--- src/rtl/mii_rx_frame_parser.sv ---
// mii_rx_frame_parser: preamble/SFD lock, byte forwarding, length and FCS check with one status record per frame.
// Define STRIP_FCS_EN to hold back the 4 FCS bytes through a delay line instead of forwarding them.
module mii_rx_frame_parser #(
    parameter int MIN_LEN      = 64,
    parameter int MAX_LEN      = 1518,
    parameter int PREAMBLE_MIN = 2
) (
    input  logic        i_clock,
    input  logic        i_reset,
    input  logic        i_frame_en,
    input  logic [7:0]  i_byte_in,
    input  logic        i_byte_valid,
    output logic [7:0]  o_data_out,
    output logic        o_data_valid,
    output logic        o_sof,
    output logic        o_frame_done,
    output logic        o_crc_ok,
    output logic        o_len_err,
    output logic        o_sync_err,
    output logic [10:0] o_frame_len
);
    localparam logic [1:0]  S_IDLE = 2'd0, S_PRE = 2'd1, S_DATA = 2'd2, S_DROP = 2'd3;
    localparam logic [3:0]  PRE_MIN = 4'(PREAMBLE_MIN);
    localparam logic [10:0] LEN_MIN = 11'(MIN_LEN);
    localparam logic [10:0] LEN_OVF = 11'(MAX_LEN + 1);
    localparam logic [31:0] CRC_INIT = 32'hFFFF_FFFF;
    localparam logic [31:0] CRC_RESIDUE = 32'hDEBB_20E3;

    function automatic logic [31:0] crc_byte(input logic [31:0] c, input logic [7:0] d);
        logic [31:0] r;
        r = c ^ {24'd0, d};
        for (int i = 0; i < 8; i++) r = r[0] ? ((r >> 1) ^ 32'hEDB8_8320) : (r >> 1);
        return r;
    endfunction

    logic [1:0]  r_state;
    logic [3:0]  r_pre_cnt;
    logic [10:0] r_len;
    logic [31:0] r_crc;
    logic        r_ovf;
    logic        r_fen_d;
    logic        r_wait;
`ifdef STRIP_FCS_EN
    logic [31:0] r_dly;
`endif

    logic        w_fall;
    logic        w_acc;
    logic [10:0] w_len_inc;
    logic [1:0]  w_state_n;
    logic [3:0]  w_pre_n;
    logic [10:0] w_len_n;
    logic [31:0] w_crc_n;
    logic        w_ovf_n;
    logic        w_fwd;

    // The byte strobed in the cycle frame_en falls still belongs to the frame.
    // After reset the tail of an abandoned frame is ignored until frame_en goes low.
    assign w_fall    = r_fen_d && !i_frame_en;
    assign w_acc     = i_byte_valid && (i_frame_en || w_fall) && !r_wait;
    assign w_len_inc = (r_len == 11'h7FF) ? r_len : r_len + 11'd1;

    always_comb begin
        w_state_n = r_state;
        w_pre_n   = r_pre_cnt;
        w_len_n   = r_len;
        w_crc_n   = r_crc;
        w_ovf_n   = r_ovf;
        w_fwd     = 1'b0;
        if (w_acc) begin
            case (r_state)
                S_IDLE: begin
                    w_state_n = (i_byte_in == 8'h55) ? S_PRE : S_DROP;
                    w_pre_n   = 4'd1;
                end
                S_PRE: begin
                    w_state_n = (i_byte_in == 8'h55) ? S_PRE :
                                (i_byte_in == 8'hD5 && r_pre_cnt >= PRE_MIN) ? S_DATA : S_DROP;
                    w_pre_n   = (i_byte_in == 8'h55 && r_pre_cnt != 4'hF) ? r_pre_cnt + 4'd1 : r_pre_cnt;
                end
                S_DATA: begin
                    w_crc_n   = crc_byte(r_crc, i_byte_in);
                    w_len_n   = w_len_inc;
                    w_ovf_n   = (w_len_inc == LEN_OVF);
                    w_state_n = w_ovf_n ? S_DROP : S_DATA;
                    w_fwd     = !w_ovf_n;
                end
                default: w_len_n = r_ovf ? w_len_inc : r_len;
            endcase
        end
    end

    always_ff @(posedge i_clock) begin
        if (i_reset) begin
            r_state      <= S_IDLE;
            r_pre_cnt    <= 4'd0;
            r_len        <= 11'd0;
            r_crc        <= CRC_INIT;
            r_ovf        <= 1'b0;
            r_fen_d      <= 1'b0;
            r_wait       <= 1'b1;
            o_data_out   <= 8'd0;
            o_data_valid <= 1'b0;
            o_sof        <= 1'b0;
            o_frame_done <= 1'b0;
            o_crc_ok     <= 1'b0;
            o_len_err    <= 1'b0;
            o_sync_err   <= 1'b0;
            o_frame_len  <= 11'd0;
`ifdef STRIP_FCS_EN
            r_dly        <= 32'd0;
`endif
        end else begin
            r_fen_d      <= i_frame_en;
            r_wait       <= r_wait && i_frame_en;
            r_state      <= w_fall ? S_IDLE : w_state_n;
            r_pre_cnt    <= w_fall ? 4'd0 : w_pre_n;
            r_len        <= w_fall ? 11'd0 : w_len_n;
            r_crc        <= w_fall ? CRC_INIT : w_crc_n;
            r_ovf        <= w_fall ? 1'b0 : w_ovf_n;
            o_data_valid <= 1'b0;
            o_sof        <= 1'b0;
            o_frame_done <= 1'b0;
            if (w_fall && w_state_n != S_IDLE) begin
                o_frame_done <= 1'b1;
                o_crc_ok     <= (w_state_n == S_DATA) && (w_crc_n == CRC_RESIDUE);
                o_len_err    <= (w_len_n < LEN_MIN) || w_ovf_n;
                o_sync_err   <= (w_state_n == S_PRE) || (w_state_n == S_DROP && !w_ovf_n);
                o_frame_len  <= w_len_n;
            end
`ifdef STRIP_FCS_EN
            if (w_fwd) begin
                r_dly <= {r_dly[23:0], i_byte_in};
                if (r_len >= 11'd4) begin
                    o_data_out   <= r_dly[31:24];
                    o_data_valid <= 1'b1;
                    o_sof        <= (r_len == 11'd4);
                end
            end
`else
            if (w_fwd) begin
                o_data_out   <= i_byte_in;
                o_data_valid <= 1'b1;
                o_sof        <= (r_len == 11'd0);
            end
`endif
        end
    end
endmodule

--- config.mk ---
export PLATFORM = sky130hd
export DESIGN_NAME = mii_rx_frame_parser
export DESIGN_NICKNAME = d
export VERILOG_FILES = /design/src/rtl/mii_rx_frame_parser.sv
export SDC_FILE = /design/constraint.sdc
export NUM_CORES = 1
export LEC_CHECK = 0
export ABC_AREA = 1
export CAP_MARGIN = 10
export CORE_UTILIZATION = 40
export DETAILED_ROUTE_END_ITERATION = 6
export PLACE_DENSITY_LB_ADDON = 0.2
export SYNTH_ARGS = -nofsm -noshare
export SYNTH_HDL_FRONTEND = slang
export SYNTH_SLANG_ARGS = --single-unit
--- constraint.sdc ---
create_clock -name i_clock -period 3.4 [get_ports i_clock]
set_input_delay 0.85 -clock i_clock [delete_from_list [all_inputs] [get_ports i_clock]]
set_output_delay 0.85 -clock i_clock [all_outputs]
set_load 0.02 [all_outputs]
==> results <==
- In this run the count of I/O pins placed on the die edge is 37.
- For this design, the CTS-stage hold fixing added 0 buffers.
- The worst setup path is launched from a primary input.
- Counting flops with an async set or reset pin after synthesis yields a share of 0%.
- For this run, design rule violations remaining after detail routing come to 0.
- The clock tree root buffer cell is clkbuf_16.
- The count of unique library cells instantiated by Yosys is 40.
- At the pin with the least slew margin, the transition time is between 0.5 and 0.6 ns.
- The critical path endpoint category is a register.
- The post-route setup TNS is 0 ns.
- The flop and latch count out of synthesis is 77.
- After technology mapping, the gate count stands at around 860.
- At the placement stage, the worst setup path has a slack of -0.0165 ns.
- The sequential cell area fraction in the yosys report is 31.0%.
- The horizontal die dimension is about 110 um.
- The worst setup path is of the in2reg kind.
- The met2 wire length is 6130 um.
- The wire length on met1 is about 7600 um.
- For the worst setup path, the data arrival time is 3.44 ns.
- After synthesis, the most frequently instantiated cells are nand2_1 (388), inv_1 (91), nor2_1 (79).
- Along the worst path, the maximum fanout reaches 9.
- TritonCTS built the clock tree.
- The register cell area after layout is roughly 1500 um2.
- The clock insertion delay at the later pin of the skew report is roughly 0.34 ns.
- Using the TritonRoute via totals, the vias-per-cell ratio works out to 4.98.
- The tightest min-delay check is of the reg2reg type.
- At the end of routability-driven placement, the weighted congestion stood at 0.915.
- Yosys printed 0 warnings.
- The worst path needs 3.16 ns of the cycle, external delays included.
- Counting the fill cells in the layout gives 1274.
- The count of buffers from port buffering is 36.
- The count of pins over their slew limit was 0.
- Static timing analysis puts the maximum clock frequency at ~0.32 GHz.
- Setup slack closes at between 0.2 and 0.25 ns.
- The register-to-register setup slack is 0.65 ns.
- After layout, the worst path uses 92.9% of the clock period.
- In this run the vertical extent of the chip is 113 um.
- 0 antenna diodes ended up in the layout.
- Once detailed placement completed, the half-perimeter wirelength came to between 10000 and 15000 um.
- The largest vdd supply drop is about 0.24 mV.
- The highest routing layer actually used is met4.
- Compared with the post-synthesis result, the final layout area differs by 19.4%.
- The final hold violation count is 0.
- The length of routed met3 wiring is between 1000 and 1500 um.
- The number of routed nets with antenna violations is 0.
- The setup-violating endpoint count in the final report is 0.
- For this design, the sink count on the clock tree is 77.
- After global routing the overflow that remains totals 0.
- By area the synthesized netlist is led by dfxtp_1 (31%), nand2_1 (29%), inv_1 (6.9%), nand3_1 (6.7%), nor2_1 (6.0%).
- The initialized floorplan defines 40 standard-cell rows.
- The clock transition time at the flip-flop clock pins of the worst setup and hold paths is 0.07 ns.
- The library cell occupying the most area in the post-synthesis netlist is dfxtp_1.
- After the first detailed-routing iteration, the DRC count stood at 536.
- The run finished with clean final reports.
- The area of the multi-input gates is 2960 um2.
- When the netlist entered floorplanning its net count stood at 878.
- No sink is reached through more buffers than the 2 on the longest clock path.
- In this run the number of H-tree levels came out at 3.
- The maximum number of pins on one net before global-route repair is 29.
- The fraction of layout instances using a drive strength above 1 is approximately 7.4%.
- Counting flops with a built-in enable in the synthesized netlist gives 0.
- The worst-case clock skew is 0.00576 ns.
- The power per unit of standard cell area is 369 nW/um2.
- Among all cell types in the netlist, the one instantiated most often is nand2_1.
- The routed length per placed instance is 13.7 um.
- In the global route stage, overall resource usage came out at 24.0%.
- The tightest slew margin relative to the limit is 63.2%.
- The floorplan step defined a die boundary enclosing 12900 um2.
- The first global-routing pass estimated 24100 um of wire.
- Post-CTS timing repair inserted 0 buffers for setup.
- The reported leakage power is 3.12 nW.
- After floorplanning, the core was sized to cover 12100 um2.
- Summing internal, switching and leakage power gives 0.00219 W.
- The via count of the first global-routing pass is about 4700.
- Clock tree synthesis inserted a total of 9 buffers.
- The number of antenna violations at the first check in global routing came to 0.
- The dominant synthesized flop cell is dfxtp_1.
- The net count reported at finish is 930.
- The required arrival time at the worst endpoint is 3.69 ns.
- The first-pass iteration count of the detailed router is 5.
- The mean post-synth cell area is 5.77 um2.
- Setup repair after global routing left no endpoint under its margin.
- Once the floorplan was initialized, standard cells occupied 41.2% of the core.
- In this run, post-CTS repair resized a total of 0 instances.
- The mapped cell area is 4970 um2.
- The top cell type by area accounts for between 30% and 40% of the synthesized area.
- After detailed routing, the total wire length is 14900 um.
- The overall via count from detail_route is 5415.
- The tool flagged a number of max-cap violations equal to 0.
==> cell type report <==
class / instances / share of cell area [%]
inverters: 93 / 5.90
flip-flops and latches: 77 / 26.0
clock inverters: 7 / 0.949
multi-input cells: 666 / 49.8
clock buffers: 9 / 3.80
repair buffers: 67 / 9.99
well taps: 168 / 3.54
==> kinds of logic (layout without fill, tap and decap cells) <==
family / count (synthesis) / after routing / share of synthesized area [%]
compound gates: 72 / 72 / 8.21
xor+xnor: 17 / 17 / 3.15
fa+ha+maj: 4 / 4 / 1.01
buf+inv: 119 / 176 / 9.54
flops: 77 / 77 / 31.0
simple gates: 573 / 573 / 47.1
==> registers in the layout, summed over array words and instances (netlist names) <==
| name | flops |
|---|---|
| r_crc | 32 |
| r_ovf | 1 |
| r_pre_cnt | 4 |
| r_state | 2 |
| o_sync_err | 1 |
| o_data_out | 8 |
| o_frame_len | 11 |
| o_sof | 1 |
| o_len_err | 1 |
| r_wait | 1 |
| o_frame_done | 1 |
| o_crc_ok | 1 |
| r_fen_d | 1 |
| r_len | 11 |
| o_data_valid | 1 |
==> path summary, 6_finish.rpt <==
kind	from	endpoint	depth (start not counted)
max reg2reg	r_len[1]	o_frame_len[1]	14
max	i_byte_in[6]	o_crc_ok	18
min reg2reg	o_frame_len[0]	o_frame_len[0]	2
min	o_frame_len[0]	o_frame_len[0]	2
==> where the power goes <==
part | internal, W | total, W | switching (W)
registers | 0.000915 | 0.000925 | 0.0000104
logic | 0.000113 | 0.000331 | 0.000218
clock network | 0.000504 | 0.000932 | 0.000429
==> worst max-delay path, stage by stage <==
cell	delay [ns]
clkdlybuf4s50_1	0.47
inv_1	0.15
nand2_1	0.06
nand2_1	0.15
nand2_1	0.07
nand2_1	0.31
nand2_1	0.11
nand2_1	0.24
nand3_1	0.14
nand2_1	0.13
nand3_1	0.11
nor2_1	0.11
nand2_1	0.07
nor2_1	0.13
nand3_1	0.11
nand2_1	0.08
nand2_1	0.05
nor2_1	0.09
==> per-layer routing <==
layer / vias up / GRT usage [%]
li1: 2795 / -
met1: 2429 / 35.3
met2: 171 / 35.2
met3: 20 / 4.41
met4: 0 / 7.54
met5: - / 0
==> cells in the final DEF (no fill, tap or decap), types with 2 or more instances in the layout <==
cell / instances
nor2_2: 3
or2_2: 6
or2_0: 2
nor4_1: 4
buf_4: 31
nand4_1: 9
clkdlybuf4s50_1: 36
nor3_1: 6
nor2_1: 78
nand3_1: 67
o21ai_1: 5
o22ai_1: 7
nand2_1: 388
xor2_1: 12
clkinv_4: 2
ha_1: 4
o21ai_0: 28
inv_6: 3
nand3_2: 2
dfxtp_1: 77
xnor2_1: 4
clkbuf_16: 9
clkinv_2: 2
a21oi_1: 23
nor3b_1: 2
nand2_2: 3
inv_1: 91
==> through the flow <==
step | cell area [um2] | hold WS (ns) | std cells | utilization (%)
floorplan | 4970 | 0.436 | 862 | -
global route | 5930 | 0.497 | 1087 | 49.2
finish | 5930 | 0.466 | 1087 | 49.2
CTS | 5930 | 0.469 | 1087 | 49.2
detailed placement | 5650 | 0.458 | 1071 | 46.9
global placement | 5650 | 0.461 | 1071 | 46.9
Power figures use the tool's default switching activity.
